===== config.mk =====
export PLATFORM = sky130hd
export DESIGN_NAME = mac_engine_ctrl
export DESIGN_NICKNAME = d
export VERILOG_FILES = /design/src/rtl/mac_engine_ctrl.sv
export SDC_FILE = /design/constraint.sdc
export NUM_CORES = 2
export LEC_CHECK = 0
export CORE_MARGIN = 4
export CORE_UTILIZATION = 54
export DETAILED_ROUTE_END_ITERATION = 12
export HOLD_SLACK_MARGIN = 0.1
export PLACE_DENSITY = 0.85
export SLEW_MARGIN = 10
export SYNTH_ARGS = -nofsm -noshare
export SYNTH_HDL_FRONTEND = slang
export SYNTH_SLANG_ARGS = --single-unit

===== constraint.sdc =====
create_clock -name clk -period 48.7 [get_ports clk]
set_input_delay 7.305 -clock clk [delete_from_list [all_inputs] [get_ports clk]]
set_output_delay 7.305 -clock clk [all_outputs]
set_load 0.005 [all_outputs]

===== src/rtl/mac_engine_ctrl.sv =====
// mac_engine_ctrl: sequencer in front of mac_engine.
// Double-buffered weight bank, credit-based activation issue, in-flight tag
// pipeline matched to the engine latency, and a FWFT result FIFO.
// Optional MAC_CTRL_PERF_EN adds saturating stall/backpressure/swap counters.
module mac_engine_ctrl #(
   parameter int ENG_LAT    = 1,
   parameter int FIFO_DEPTH = 4
) (
   input  logic          clk,
   input  logic          rst,
   input  logic          w_wr_en,
   input  logic [2:0]    w_wr_row,
   input  logic [63:0]   w_wr_data,
   input  logic          w_commit,
   input  logic          act_valid_i,
   output logic          act_ready_o,
   input  logic [31:0]   act_data_i,
   output logic [31:0]   eng_act_o,
   output logic [511:0]  eng_w_o,
   input  logic [31:0]   eng_res_i,
   output logic          res_valid_o,
   input  logic          res_ready_i,
   output logic [31:0]   res_data_o,
   output logic          busy_o,
`ifdef MAC_CTRL_PERF_EN
   output logic [31:0]   perf_stall_o,
   output logic [31:0]   perf_bp_o,
   output logic [31:0]   perf_swap_o,
`endif
   output logic [15:0]   vec_cnt_o
);

   localparam int PW = $clog2(FIFO_DEPTH);
   localparam int CW = $clog2(FIFO_DEPTH + ENG_LAT + 2);

   typedef enum logic [1:0] {S_IDLE, S_RUN, S_DRAIN, S_SWAP} state_t;

   state_t                       state_q, state_d;
   logic                         commit_pend_q, commit_pend_d;
   logic [7:0][63:0]             shadow_q, active_q;
   logic [31:0]                  eng_act_q;
   logic [ENG_LAT:0]             tag_q;
   logic [FIFO_DEPTH-1:0][31:0]  fifo_q;
   logic [PW-1:0]                wr_ptr_q, rd_ptr_q;
   logic [CW-1:0]                fifo_cnt_q, inflight;
   logic [15:0]                  vec_cnt_q;
   logic                         accept, push, pop, swap;

   // Count of vectors between accept and FIFO push (one bit per tag stage)
   always_comb begin
      inflight = '0;
      for (int i = 0; i <= ENG_LAT; i++) inflight = inflight + CW'(tag_q[i]);
   end

   // Only issue when every in-flight vector already owns a FIFO slot
   assign act_ready_o = (state_q == S_RUN) && ((fifo_cnt_q + inflight) < CW'(FIFO_DEPTH));
   assign accept      = act_valid_i && act_ready_o;
   assign push        = tag_q[ENG_LAT];
   assign pop         = res_valid_o && res_ready_i;

   assign eng_act_o   = eng_act_q;
   assign eng_w_o     = active_q;
   assign res_valid_o = (fifo_cnt_q != '0);
   assign res_data_o  = res_valid_o ? fifo_q[rd_ptr_q] : '0;
   assign busy_o      = (state_q != S_IDLE) || (inflight != '0) || (fifo_cnt_q != '0);
   assign vec_cnt_o   = vec_cnt_q;

   // FSM state and sticky commit request
   always_ff @(posedge clk or posedge rst) begin
      if (rst) begin
         state_q       <= S_IDLE;
         commit_pend_q <= 1'b0;
      end else begin
         state_q       <= state_d;
         commit_pend_q <= commit_pend_d;
      end
   end

   // Next state: swaps only happen once the engine pipeline is empty
   always_comb begin
      state_d       = state_q;
      commit_pend_d = commit_pend_q;
      swap          = 1'b0;
      case (state_q)
         S_IDLE:  if (w_commit) state_d = S_SWAP;
         S_RUN:   if (w_commit || commit_pend_q) state_d = S_DRAIN;
         S_DRAIN: begin
            if (w_commit) commit_pend_d = 1'b1;
            if (inflight == '0) state_d = S_SWAP;
         end
         S_SWAP: begin
            swap          = 1'b1;
            // a commit landing on the swap cycle is kept for a later swap
            commit_pend_d = w_commit;
            state_d       = S_RUN;
         end
         default: state_d = S_IDLE;
      endcase
   end

   // Weight banks; active copies the pre-write shadow on the swap cycle
   always_ff @(posedge clk or posedge rst) begin
      if (rst) begin
         shadow_q <= '0;
         active_q <= '0;
      end else begin
         if (w_wr_en) shadow_q[w_wr_row] <= w_wr_data;
         if (swap)    active_q <= shadow_q;
      end
   end

   // Issue register and in-flight tag shift register
   always_ff @(posedge clk or posedge rst) begin
      if (rst) begin
         eng_act_q <= '0;
         tag_q     <= '0;
      end else begin
         eng_act_q <= accept ? act_data_i : '0;
         tag_q     <= {tag_q[ENG_LAT-1:0], accept};
      end
   end

   // Result FIFO and retired-vector counter
   always_ff @(posedge clk or posedge rst) begin
      if (rst) begin
         fifo_q     <= '0;
         wr_ptr_q   <= '0;
         rd_ptr_q   <= '0;
         fifo_cnt_q <= '0;
         vec_cnt_q  <= '0;
      end else begin
         if (push) begin
            fifo_q[wr_ptr_q] <= eng_res_i;
            wr_ptr_q         <= wr_ptr_q + PW'(1);
            vec_cnt_q        <= vec_cnt_q + 16'd1;
         end
         if (pop) rd_ptr_q <= rd_ptr_q + PW'(1);
         fifo_cnt_q <= fifo_cnt_q + CW'(push) - CW'(pop);
      end
   end

`ifdef MAC_CTRL_PERF_EN
   logic [31:0] stall_q, bp_q, swapc_q;

   assign perf_stall_o = stall_q;
   assign perf_bp_o    = bp_q;
   assign perf_swap_o  = swapc_q;

   // Saturating event counters
   always_ff @(posedge clk or posedge rst) begin
      if (rst) begin
         stall_q <= '0;
         bp_q    <= '0;
         swapc_q <= '0;
      end else begin
         if (act_valid_i && !act_ready_o && (stall_q != '1)) stall_q <= stall_q + 32'd1;
         if (res_valid_o && !res_ready_i && (bp_q != '1))    bp_q    <= bp_q + 32'd1;
         if (((state_q == S_DRAIN) || (state_q == S_SWAP)) && (swapc_q != '1))
            swapc_q <= swapc_q + 32'd1;
      end
   end
`endif

endmodule


==> summary.md <==
| Metric | Value |
|---|---|
| FF+latch area | between 0.03 and 0.04 sq mm |
| DRC Markers | 0 |
| Area leader, netlist | dfrtp_1 |
| Number of global-route vias before repair | 28050 |
| Status | finished, final reports clean |
| Remaining antenna violation count after routing | 0 |
| DR vias/cell | 5.518 |
| Setup WS post-layout | 37.50 ns |
| Hold_buf cts | 0 |
| Top-Level Pins | 732 |
| Yosys warns | 0 |
| Cell mode on critical path | buf_4 |
| Std cell rows | 106 |
| TritonCTS Sinks | approximately 1200 |
| Overall routing resource usage | 25.92% |
| Routed length on met2 | 58170 um |
| Setup TNS Final | 0 ns |
| H-tree levels | 3 |
| Required @ worst endpoint | slightly below 50 ns |
| CP Cell Sequence | clkdlybuf4s50_1 -> inv_8 -> buf_4 -> buf_4 -> buf_4 -> buf_4 |
| Endpoints failing setup | 0 |
| Seq/Total Area, Yosys | about two thirds |
| IO Port Bufs | about 730 |
| Post_cts resized | 0 |
| Critical path capture point type | asynchronous set/reset pin |
| Pwr/cell area | just under 70 mW/mm^2 |
| Routed via count | 25840 |
| VDD IR max | 0.06206 mV |
| Routability cong. | 0.8006 |
| Period utilisation layout | 23.00% |
| Max Used Layer | met5 |
| Global-route wire length before repair | between 150000 and 200000 um |
| DR iter-0 viols | ~1200 |
| CP arrival | 11.84 ns |
| Maximum root-to-sink buffer count | 3 |
| Synth unique cells | 35 |
| Layout fillers | 5343 |
| Final min period | ~11 ns |
| DRT Wirelength | 116700 um |
| Slew headroom | roughly 18% |
| WL met1 | 44020 um |
| Initial antenna violation count | 9 |
| Clock-pin slew on the worst setup and hold paths | 0.06 ns |
| Hold Slack | 0.4113 ns |
| Worst hold path class | register to register |
| Area contributors post-synth | dfrtp_1 66%, mux2_2 28%, mux4_2 1.6% |
| Post-synthesis register bit count | roughly 1200 |
| Post-synth top area share | around 66% |
| Post-CTS Setup Bufs | 0 |
| Pre-CTS WS | approximately 37 ns |
| Worst Path Buf+Inv | 6 |
| Dpl hpwl | 77030 um |
| CP peak stage delay | 0.84 ns |
| Multi-input logic area | 0.01481 sq mm |
| Root buffer cell | clkbuf_16 |
| Largest fanout on the critical path | roughly 130 |
| Max-Cap Viols | 0 |
| Die Wd | 299.6 um |
| Clock Skews | 0.04761 ns |
| Post-synth net total | 2848 |
| Crit start category | input port |
| Unrepaired setup endpoints after global routing | no |
| Fmax | 89.30 MHz |
| Design area | 0.05840 sq mm |
| CTS tree | yes |
| Post-layout nets | 3592 |
| Lkg Pwr | between 20 and 30 nW |
| Fin. max-slew vios | 0 |
| Met3 Wirelength | approximately 8200 um |
| Post-Syn Area | 0.04593 sq mm |
| Chip height | 299.6 um |
| Slew @ Worst Pin | approximately 1.2 ns |
| Slowest-stage cell, CP | buf_4 |
| Commonest non-fill, non-tap cell in the layout | dfrtp_1 |
| Pin count of the biggest net entering global routing | 160 |
| DP Area | 0.05420 sq mm |
| Initial Utilization | between 50% and 60% |
| Crit path kind | input port to asynchronous set/reset pin |
| Die area | 0.08979 sq mm |
| Grt total ovfl | 0 |
| Layout cells sized above 1 | between 30% and 40% |
| DR pass1 iterations | 5 |
| Cell count after synthesis | between 2000 and 3000 |
| Commonest cells after routing, fill and taps aside | 1210 x dfrtp_1, 1133 x mux2_2, 731 x clkdlybuf4s50_1 |
| Crit-path leading delay family | buffers and inverters |
| DR WL/cell | about 25 um |
| Core region area | 0.08395 sq mm |
| Area Growth Syn to Fin | 27.16% |
| Syn avg cell area | 17.01 sq um |
| Hold Fails Final Rpt | 0 |
| Cts bufs inserted | 117 |
| Clock Latency Late Sink | a little under 0.7 ns |
## flip-flops by register name (all words and copies together), names as in the netlist, 3 cells and up
register	flops
eng_act_o	32
fifo_cnt_q	3
fifo_q	128
vec_cnt_o	16
eng_w_o	512
shadow_q	512
## worst register-to-register path, cell delays in order (launching register included)
cell     delay (ns)
dfrtp_1        0.48
nand2_4        0.50
buf_4          0.79
buf_4          0.70
buf_4          0.90
mux2_2         0.53
## stage by stage
step                std cells  utilization [%]  total power, mW
global route             4680            69.56            4.152
detailed placement       4459            64.56            3.016
CTS                      4677            69.55            4.001
global placement         4459            64.56            2.962
finish                   4683            69.57            3.968
floorplan                2700                -            2.255
## synthesized netlist by cell type (all sizes together)
cell type,instances
a211oi,1
a21oi,1
a22o,1
a22oi,1
a31oi,1
and2,65
and3,2
and4bb,1
buf,131
clkbuf,9
dfrtp,1212
fa,1
ha,10
inv,10
mux2,1153
mux4,32
nand2,16
nand2b,2
nand3,3
nand4,6
nand4b,3
nor2,7
nor2b,1
nor3,4
nor3b,3
o21ai,2
or2,1
xnor2,13
xor2,8
## where the power goes
group	switching, mW	internal (mW)
logic	0.519	0.884
registers	0.217	1.39
clock network	0.393	0.567
## final timing paths
kind / depth (start not counted) / endpoint / slack, ns / from
max reg2reg: 5 / eng_w_o[175] / 44.67 / state_q[1]
min: 0 / tag_q[1] / 0.41 / tag_q[0]
min in group asynchronous: 2 / eng_w_o[292] / 7.21 / rst
max: 6 / eng_w_o[328] / 37.50 / rst
max in group clk: 6 / act_ready_o / 38.31 / tag_q[1]
min reg2reg: 0 / tag_q[1] / 0.41 / tag_q[0]
## area by class of cell
cell class	instances	share of cell area, %
Multi-Input combinational cell	1338	25.35
Sequential cell	1212	51.93
Clock inverter	47	1.157
Antenna cell	6	0.02571
Timing Repair Buffer	765	13.01
Clock buffer	171	6.016
Inverter	10	0.07712
Tap cell	1134	2.429
## per-layer routing
metal | vias to the layer above | GRT usage [%]
met5 | - | 0
met4 | 4 | 11.91
met3 | 258 | 7.692
met2 | 731 | 43.73
met1 | 13770 | 30.86
li1 | 11070 | -
## cells by family (layout without fill, tap and decap cells)
group	Yosys count	count (layout)	share of synthesized area, %
DFF	1212	1212	66.03
muxes	1185	1185	29.84
buffers and inverters	150	993	1.809
and+or+nand+nor	114	114	1.509
xor gates and xnor gates	21	21	0.4004
adders and majority gates	11	11	0.3160
AOI/OAI and AO/OA	7	7	0.09808
other	0	6	0
Note: power is estimated with default switching activity, not from simulation.
